<file path="src/rtl/key_switch_conditioner.sv">
// Input conditioner for the stopwatch board: synchronises, debounces and
// edge-detects the push-buttons and mode switches, and keeps a sticky
// per-key press latch that firmware polls and acknowledges.
module key_switch_conditioner #(
    parameter int NUM_KEYS        = 4,
    parameter int SW_WIDTH        = 2,
    parameter int DEBOUNCE_CYCLES = 500000,
    parameter int KEY_ACTIVE_LOW  = 1
) (
    input  logic                clk,
    input  logic                reset,
    input  logic [NUM_KEYS-1:0] key_raw,
    input  logic [SW_WIDTH-1:0] sw_raw,
    input  logic [NUM_KEYS-1:0] key_clear,
    output logic [NUM_KEYS-1:0] key_level,
    output logic [NUM_KEYS-1:0] key_press,
    output logic [NUM_KEYS-1:0] key_release,
    output logic [NUM_KEYS-1:0] key_latch,
    output logic [SW_WIDTH-1:0] sw_level,
    output logic                sw_change
);

    // Keys and switches share one debounce datapath; keys occupy the low bits.
    localparam int NUM_IN = NUM_KEYS + SW_WIDTH;
    localparam int CW     = $clog2(DEBOUNCE_CYCLES);
    localparam logic [CW-1:0] CNT_MAX = CW'(DEBOUNCE_CYCLES - 1);
    localparam logic KEY_POL = (KEY_ACTIVE_LOW != 0);
    // Idle pin level; also the XOR mask that turns synchronised keys into 1 = pressed.
    localparam logic [NUM_IN-1:0] IDLE_LEVEL = {{SW_WIDTH{1'b0}}, {NUM_KEYS{KEY_POL}}};

    logic [NUM_IN-1:0] raw_all;
    logic [NUM_IN-1:0] sync1;
    logic [NUM_IN-1:0] sync2;
    logic [NUM_IN-1:0] norm;
    logic [NUM_IN-1:0] stable;
    logic [NUM_IN-1:0] accept;
    logic [CW-1:0]     cnt [NUM_IN];

    logic [NUM_KEYS-1:0] key_accept;
    logic [NUM_KEYS-1:0] key_new;
    logic [NUM_KEYS-1:0] press_nxt;
    logic [NUM_KEYS-1:0] release_nxt;
    logic [SW_WIDTH-1:0] sw_accept;

    assign raw_all = {sw_raw, key_raw};
    assign norm    = sync2 ^ IDLE_LEVEL;

    // Two-flop synchroniser; resets to the idle pin level so reset looks like "nothing pressed".
    always_ff @(posedge clk or posedge reset) begin
        if (reset) begin
            sync1 <= IDLE_LEVEL;
            sync2 <= IDLE_LEVEL;
        end else begin
            sync1 <= raw_all;
            sync2 <= sync1;
        end
    end

    // An input is accepted on the edge where it has differed for the full count.
    always_comb begin
        accept = '0;
        for (int i = 0; i < NUM_IN; i++) begin
            accept[i] = (norm[i] != stable[i]) && (cnt[i] == CNT_MAX);
        end
    end

    assign key_accept  = accept[NUM_KEYS-1:0];
    assign key_new     = norm[NUM_KEYS-1:0];
    assign press_nxt   = key_accept & key_new;
    assign release_nxt = key_accept & ~key_new;
    assign sw_accept   = accept[NUM_IN-1:NUM_KEYS];

    // Per-input stability counters; any return to the stable level restarts the count.
    always_ff @(posedge clk or posedge reset) begin
        if (reset) begin
            for (int i = 0; i < NUM_IN; i++) begin
                cnt[i] <= '0;
            end
        end else begin
            for (int i = 0; i < NUM_IN; i++) begin
                if (norm[i] == stable[i] || cnt[i] == CNT_MAX) begin
                    cnt[i] <= '0;
                end else begin
                    cnt[i] <= cnt[i] + 1'b1;
                end
            end
        end
    end

    // Debounced levels plus edge pulses, all updated on the accepting edge.
    always_ff @(posedge clk or posedge reset) begin
        if (reset) begin
            stable      <= '0;
            key_press   <= '0;
            key_release <= '0;
            sw_change   <= 1'b0;
        end else begin
            stable      <= stable ^ accept;
            key_press   <= press_nxt;
            key_release <= release_nxt;
            sw_change   <= |sw_accept;
        end
    end

    // Sticky press flag: set by the registered press pulse, which wins over a same-cycle clear.
    always_ff @(posedge clk or posedge reset) begin
        if (reset) begin
            key_latch <= '0;
        end else begin
            key_latch <= key_press | (key_latch & ~key_clear);
        end
    end

    assign key_level = stable[NUM_KEYS-1:0];
    assign sw_level  = stable[NUM_IN-1:NUM_KEYS];

endmodule

</file>
<file path="config.mk">
export PLATFORM = sky130hd
export DESIGN_NAME = key_switch_conditioner
export DESIGN_NICKNAME = d
export VERILOG_FILES = /design/src/rtl/key_switch_conditioner.sv
export SDC_FILE = /design/constraint.sdc
export NUM_CORES = 1
export LEC_CHECK = 0
export ABC_AREA = 1
export ABC_CLOCK_PERIOD_IN_PS = 7550
export BUFFER_PORTS_ARGS = -buffer_cell sky130_fd_sc_hd__buf_2
export CAP_MARGIN = 10
export CORE_MARGIN = 2
export CORE_UTILIZATION = 45
export CTS_BUF_LIST = sky130_fd_sc_hd__clkbuf_16
export DETAILED_ROUTE_END_ITERATION = 8
export SYNTH_ARGS = -nofsm -noshare
export SYNTH_HDL_FRONTEND = slang
export SYNTH_SLANG_ARGS = --single-unit
</file>
<file path="constraint.sdc">
create_clock -name clk -period 7.55 [get_ports clk]
set_input_delay 0.3775 -clock clk [delete_from_list [all_inputs] [get_ports clk]]
set_output_delay 0.3775 -clock clk [all_outputs]
set_load 0.1 [all_outputs]
</file>
* Word-level counts from Yosys, hierarchy flattened
Index checks and enable logic that the tools add are counted.
** Word-level totals
- Output and inout port bits :: 19
- Register bits :: 145
- Logic and storage cells :: 64
** Cells by class
- Bitwise logic cells :: 8
- Add/sub/neg operators :: 6
- Eq/ne operators :: 18
- Reductions and logical operators :: 13
- Mux-type cells :: 6
** Operators by type and width (count)
- $add 19x1->19 const B :: 6
- $eq 19x19->1 const B :: 6
- $mux 19 :: 6
- $and 4x4->4 :: 3
- $not 4->4 :: 3
- $eq 1x1->1 :: 6
- $logic_and 1x1->1 :: 6
- $logic_or 1x1->1 :: 6
- $ne 1x1->1 :: 6
- $xor 6x6->6 :: 1
- $or 4x4->4 :: 1
- $reduce_or 2->1 :: 1

* Logic depth before layout (Yosys ltp)
Gate-level depths: netlist of the first run.
- Word-level depth :: 4
- Depth in mapped cells :: 9
- Gate-level depth less buffers :: 9

* Worst setup path after synthesis of the first run
No wires, ideal clock.
- Path type :: flip-flop to flip-flop
- From :: register (tool-made name)
- To :: register cnt[111] (netlist name)
- Library setup time :: 0.071 ns
- Period minus slack after synthesis :: 1.686 ns
- Stages on the path, launching flop included :: 6
- Data required time :: 7.479 ns
- Arrival time :: 1.614 ns
- Slack :: 5.864 ns
- Cells stage by stage :: dfrtp_1 -> or2_2 -> nand2_1 -> nand2_2 -> buf_6 -> nor2_1
** RTL lines
- end signal, assigned by index :: RTL line 84 : cnt[i] <= cnt[i] + 1'b1;
- end, declared :: RTL line 37 : logic [CW-1:0] cnt [NUM_IN];

* Final worst setup path of the first run
- From :: register cnt[0] (netlist name)
- To :: register cnt[15] (netlist name)
** Between the ends
- Longest elaborated chain between the ends :: 3
- Elaborated cells between the ends (all ways) :: 4
- Classes of those cells :: add/sub (1); eq/ne (1); mux (1); reduce/logical (1)
** Ends and longest elaborated chain
- branches (longest 2 deep; another with $add 19x1->19)
- $mux 19 (*) :: RTL line 81 : if (norm[i] == stable[i] || cnt[i] == CNT_MAX) begin
Mark *: on every way between the ends.

==> results.txt, run 1 <==
Status: completed
Clock transition at the registers of the reported paths: 0.06 ns
Reg2reg start: cnt[0]
Vias post-DR: 5742
Die Height: 132 um
Slew @ Worst Pin: 0.893 ns
DR iter-0 viols: 417
GRT Util Overall: 0.174
Share of layout cells above drive strength 1: 0.0845
Wl on met1: 7530 um
Gates resized, CTS repair: 0
Critical path arrival: 1.98 ns
Antenna-violating nets left: 0
Clock Sinks: 145
WP depth: 6
CP Capture Point: cnt[15]
Max FO, Critical Path: 18
CTS buffer count: 17
Final instance area: 8360 um2
Setup violators final: 0
Routed len/inst: 11.6 um
RSZ-0062 raised after global routing: no
Count of different cell masters after synthesis: 23
Top cell type's share of synthesized area: 0.462
Die area: 17500 um2
Worst path most repeated cell: nor2_1
Crit share post-route: 0.225
Post-Synthesis Cells: 961
Yosys warns: 0
Synth-to-Final Area Change: 12.7%
Top sig layer: met4
Global route overflow: 0
Maxcap violations: 0
Post-DP Area: 7780 um2
Lkg Pwr: 3.73 nW
H-tree levels: 4
Vias per inst: 4.65
CTS tree: built
Crit path from: cnt[0]
Fin nets: 1023
TNS Setup: 0 ns
Dpl hpwl: 9930 um
HP Class: in -> reg
Vias in the first global route: 5262
Pins Over Slew Limit: 0
Slowest CP cell: dfrtp_1
GPL Wtd Cong: 0.844
Register area share after synthesis: 0.491
CTS Buffer Depth: 2
CP cell instances: ha_1, nand2_1, nor2_1, nand3_1, nand2_2, nor2_1
Pin count of the biggest net entering global routing: 75
First-pass GRT wire length: 24800 um
DRC: 0
Synth area leaders: dfrtp_1 46%, nor2_1 14%, nand2_1 12%
FF-to-FF path depth: 6
Initial Util: 0.463
Total wire length: 14300 um
Row Count: 46
Core box area: 16000 um2
N_diodes: 0
Pwr Density: 199 nW/um2
Clk_skew: 0.0137 ns
Post-Syn Area per Cell: 7.72 um2
I/O Buffers: 30
First-pass detailed-route iteration total: 9
Yosys top cell by area: dfrtp_1
Met2 routed WL: 6120 um
Final hold vios: 0
Worst Setup Start Kind: flip-flop
Hold buffers post-CTS: 0
Post-Syn Nets: 979
Worst VDD drop: 0.159 mV
Slew HR: 0.405
Crit. End Element: flip-flop
Mapped Area: 7410 um2
Top delay family on crit path: simple AND/OR/NAND/NOR gates
Worst EP required: 7.83 ns
# IOs: 31
Max Freq: 588 MHz
Metal3 WL: 534 um
CTS Root Cell: clkbuf_16
Worst-Skew Late Latency: 0.42 ns
Final Critical Period: 1.70 ns
Hold path cells: 1
Number of antenna violations at the first check in global routing: 0
Synth Register Bits: 145
Die W: 132 um
Reg-to-reg critical path endpoint: cnt[15]
Setup Crit Path Kind: reg -> reg
Buf/Inv on CP: 0
CP peak stage delay: 0.37 ns
FF-to-FF setup slack: 5.85 ns
Post-CTS Setup Inserts: 0
## worst min path at each step
stage | startpoint | to | slack, ns
final | key_raw[3] | sync1[3] | 0.06
after floorplan | sync1[4] | sync2[4] | 0.33
after global placement | sync1[5] | sync2[5] | 0.34
after detailed placement | sync1[4] | sync2[4] | 0.34
after CTS | key_raw[3] | sync1[3] | 0.04
after global routing | key_raw[3] | sync1[3] | 0.03
## where the power goes
part           internal (mW)  switching (mW)  total (mW)
Combinational         0.0131          0.0357      0.0488
Sequential             0.790         0.00919       0.800
Clock                  0.510           0.309       0.819
## layout by cell type (no fill, tap or decap), drive strengths merged
master    instances
xnor2            23
dfstp             8
dfrtp           137
clkinv            9
nor3              7
clkinvlp          2
bufinv            3
nand2           240
and2              6
a21oi             7
o21ai             7
xor2             50
buf              31
or2               3
ha                6
nor2            275
o21bai            6
clkbuf           17
inv             102
nand4            15
nor4              1
nand3            63
## routing by layer
layer	vias up	track usage
met2	86	0.255
met5	-	0
met3	6	0.0461
met1	2616	0.258
met4	0	0.0412
li1	3034	-
## kinds of logic (layout without fill, tap and decap cells)
logic type | after synthesis | count (layout) | share of synthesized area
buffers and inverters | 107 | 164 | 0.0602
flip-flops | 145 | 145 | 0.491
XOR/XNOR | 73 | 73 | 0.0862
adder cells (fa/ha/maj) | 6 | 6 | 0.0101
AO/OA/AOI/OAI | 20 | 20 | 0.0155
AND/OR/NAND/NOR | 610 | 610 | 0.337
## stage by stage
stage	power (mW)	setup WS, ns	hold slack [ns]	util	std cells
floorplan	0.851	3.29	0.331	-	961
global placement	0.864	5.57	0.344	0.486	1202
detailed placement	0.864	5.55	0.337	0.486	1202
CTS	1.69	5.83	0.0359	0.522	1234
global route	1.74	5.67	0.0264	0.522	1234
finish	1.67	5.85	0.0574	0.522	1234
## synthesized netlist by cell type
library cell	instances
nor2_1	270
nand2_1	231
dfrtp_1	137
inv_1	101
nand3_1	60
xor2_1	50
xnor2_1	23
nand4_1	15
dfstp_2	8
nand2_2	8
a21oi_1	7
o21ai_0	7
and2_1	6
buf_6	6
ha_1	6
nor3_1	6
o21bai_1	6
nor2_2	5
nand3_2	3
or2_2	3
nand2_4	1
nor3_2	1
nor4_1	1
## registers in the layout (all words and copies together) (netlist names), named ones only
| name | count |
|---|---|
| sync2 | 6 |
| cnt | 114 |
| key_press | 4 |
| sync1 | 6 |
| key_latch | 4 |
| sw_change | 1 |
| key_release | 4 |
## area by class of cell
class | count | area [um2]
Fill cell | 1598 | 7640
Sequential cell | 145 | 3640
Multi-Input combinational cell | 709 | 3330
Clock buffer | 17 | 425
Inverter | 101 | 384
Tap cell | 216 | 270
Timing Repair Buffer | 31 | 158
Clock inverter | 15 | 150
Note: power is estimated with default switching activity, not from simulation.
==> inputs of run 2 (changes only) <==
--- a/config.mk
+++ b/config.mk
@@ -6,7 +6,7 @@
 export NUM_CORES = 1
 export LEC_CHECK = 0
 export ABC_AREA = 1
-export ABC_CLOCK_PERIOD_IN_PS = 7550
+export ABC_CLOCK_PERIOD_IN_PS = 1700
 export BUFFER_PORTS_ARGS = -buffer_cell sky130_fd_sc_hd__buf_2
 export CAP_MARGIN = 10
 export CORE_MARGIN = 2
==> constraint.sdc (replaced) <==
create_clock -name clk -period 1.7 [get_ports clk]
set_input_delay 0.085 -clock clk [delete_from_list [all_inputs] [get_ports clk]]
set_output_delay 0.085 -clock clk [all_outputs]
set_load 0.1 [all_outputs]
==> results.txt, run 2 (same netlist as run 1, synthesis figures left out) <==
CTS Root Cell: clkbuf_16
Pwr Density: 884 nW/um2 (+340%)
Status: completed
Crit. End Element: flip-flop
Core box area: 16000 um2 (unchanged)
NetSw: 1.59 mW (+350%)
Layout fillers: 1586 (-0.75%)
FF-to-FF setup slack: 0.20 ns (-5.65 ns)
Clock Sinks: 145 (unchanged)
Vias post-DR: 5838 (+1.7%)
Clock transition at the registers of the reported paths: 0.06 ns (about the same)
Pins Over Slew Limit: 0 (unchanged)
Setup slack at placement: 0.0735 ns (-5.48 ns)
RSZ-0062 raised after global routing: no
Largest reg by FF count: cnt
Max FO, Critical Path: 4 (-14)
Critical path arrival: 1.79 ns (-0.19 ns)
Met1 Track Usage GR: 0.259 (+0.00136)
DR iter-0 viols: 431 (+3.4%)
First-pass detailed-route iteration total: 5 (-4)
DRC: 0 (unchanged)
Share of layout cells above drive strength 1: 0.0945 (+0.0100)
Cell Int Power: 6.02 mW (+360%)
Comb power frac: 0.034 (+0.005)
Worst Setup Start Kind: flip-flop
Pin count of the biggest net entering global routing: 73 (-2.7%)
Sw Ratio: 0.209 (-0.00358)
H-tree levels: 4 (unchanged)
CTS Buffer Depth: 2 (unchanged)
Synth-to-Final Area Change: 16.1%
Crit path from: cnt[0]
GR Layer Usage met2: 0.267 (+0.0121)
Worst EP required: 1.99 ns (-5.84 ns)
GR Util met3: 0.0419 (-0.00423)
CTS buffer count: 17 (unchanged)
Dpl hpwl: 10100 um (+2.2%)
Clk_skew: 0.00855 ns (-0.00520 ns)
Flop pwr share: 0.466 (-0.014)
Final setup margin: 0.198 ns (-5.65 ns)
Global route overflow: 0 (unchanged)
# IOs: 31 (unchanged)
Vias per inst: 4.66 (+0.13%)
Max Freq: 666 MHz (+13%)
FF-to-FF path depth: 7 (+1)
Post-DP Area: 7880 um2 (+1.2%)
Routed len/inst: 11.6 um (+0.11%)
Die W: 132 um (unchanged)
Finished Layout Cells: 1253 (+1.5%)
Row Count: 46 (unchanged)
GRT Util Overall: 0.179 (+0.00442)
Biggest regs: cnt (114), sync1 (6), sync2 (6)
Util after Layout: 0.538 (+0.0157)
HP Class: in -> async
Setup Crit Path Kind: reg -> reg
Reg-to-reg critical path endpoint: cnt[16]
Final total power: 7.61 mW (+360%)
Worst VDD drop: 0.725 mV (+360%)
Slew HR: 0.672 (+0.268)
Number of antenna violations at the first check in global routing: 0 (unchanged)
Final hold vios: 0 (unchanged)
Most common cell after layout, fill and taps aside: nor2_1
Max reg flops: 114 (unchanged)
Fin nets: 1042 (+1.9%)
Crit share post-route: 0.884 (+0.658)
Vias in the first global route: 5569 (+5.8%)
CTS tree: built
Most frequent cells in the layout: 269 x nor2_1, 231 x nand2_1, 137 x dfrtp_1, 103 x inv_1, 60 x nand3_1
Final Critical Period: 1.50 ns (-0.198 ns)
Setup violators final: 0 (unchanged)
Total wire length: 14500 um (+1.7%)
Final instance area: 8610 um2 (+3.0%)
GR peak layer: met2
N_diodes: 0 (unchanged)
GPL Wtd Cong: 0.842 (-0.27%)
Clock power share: 0.499 (+0.008)
Lkg Pwr: 3.85 nW (+3.3%)
Initial Util: 0.463 (unchanged)
Maxcap violations: 0 (unchanged)
I/O Buffers: 30 (unchanged)
Reg2reg start: cnt[0]
Die Height: 132 um (unchanged)
Hold Slack: 0.150 ns (+0.0927 ns)
Antenna-violating nets left: 0 (unchanged)
Die area: 17500 um2 (unchanged)
First-pass GRT wire length: 25500 um (+2.6%)
DP Cell Count: 1210 (+0.67%)
CP Capture Point: cnt[16]
Worst-Skew Late Latency: 0.41 ns (about the same)
TNS Setup: 0 ns (unchanged)
Slew @ Worst Pin: 0.495 ns (-0.398 ns)
-- run 2: power by group through the flow --
stage                     combinational [mW]  sequential, mW  clock, mW
after detailed placement               0.246            3.61          0
final                                  0.260            3.55       3.80
after CTS                              0.267            3.55       3.90
after global routing                   0.306            3.56       4.07
after global placement                 0.245            3.61          0
after floorplan                        0.178            3.60          0
-- run 2: worst min path at each step --
stage | from | endpoint | slack [ns]
6_report | reset | cnt[13] | 0.15
3_3_place_gp | reset | key_press[2] | 0.04
5_1_grt | reset | cnt[13] | 0.16
2_1_floorplan | key_raw[0] | sync1[0] | 0.09
4_1_cts | reset | cnt[13] | 0.14
3_5_place_dp | reset | key_release[2] | 0.04
-- run 2: cell type report --
cell class	instances	area, um2	share of cell area
inverter	101	383	0.0445
clock buffer	17	425	0.0494
multi-input combinational	709	3350	0.389
timing repair buffer	50	365	0.0424
clock inverter	15	175	0.0204
sequential	145	3640	0.423
tap	216	270	0.0314
-- run 2: metal layers --
metal,wire (um),vias to the layer above
met3,428,13
met5,0,-
met1,7650,2680
met2,6260,75
li1,-,3070
met4,161,0
-- run 2: worst max-delay path, cell delays in order, from the launching register on --
cell,delay (ns)
dfrtp_1,0.36
ha_1,0.23
nand2_1,0.09
nor2_1,0.25
nand2_1,0.13
nor2_1,0.14
xnor2_1,0.13
nor2_1,0.05
-- run 2: what timing repair did --
item,4_1_cts,5_1_grt
setup endpoints to repair,0,54
resized for setup,0,5
hold buffers,11,0
hold endpoints to repair,147,0
setup buffers,0,0
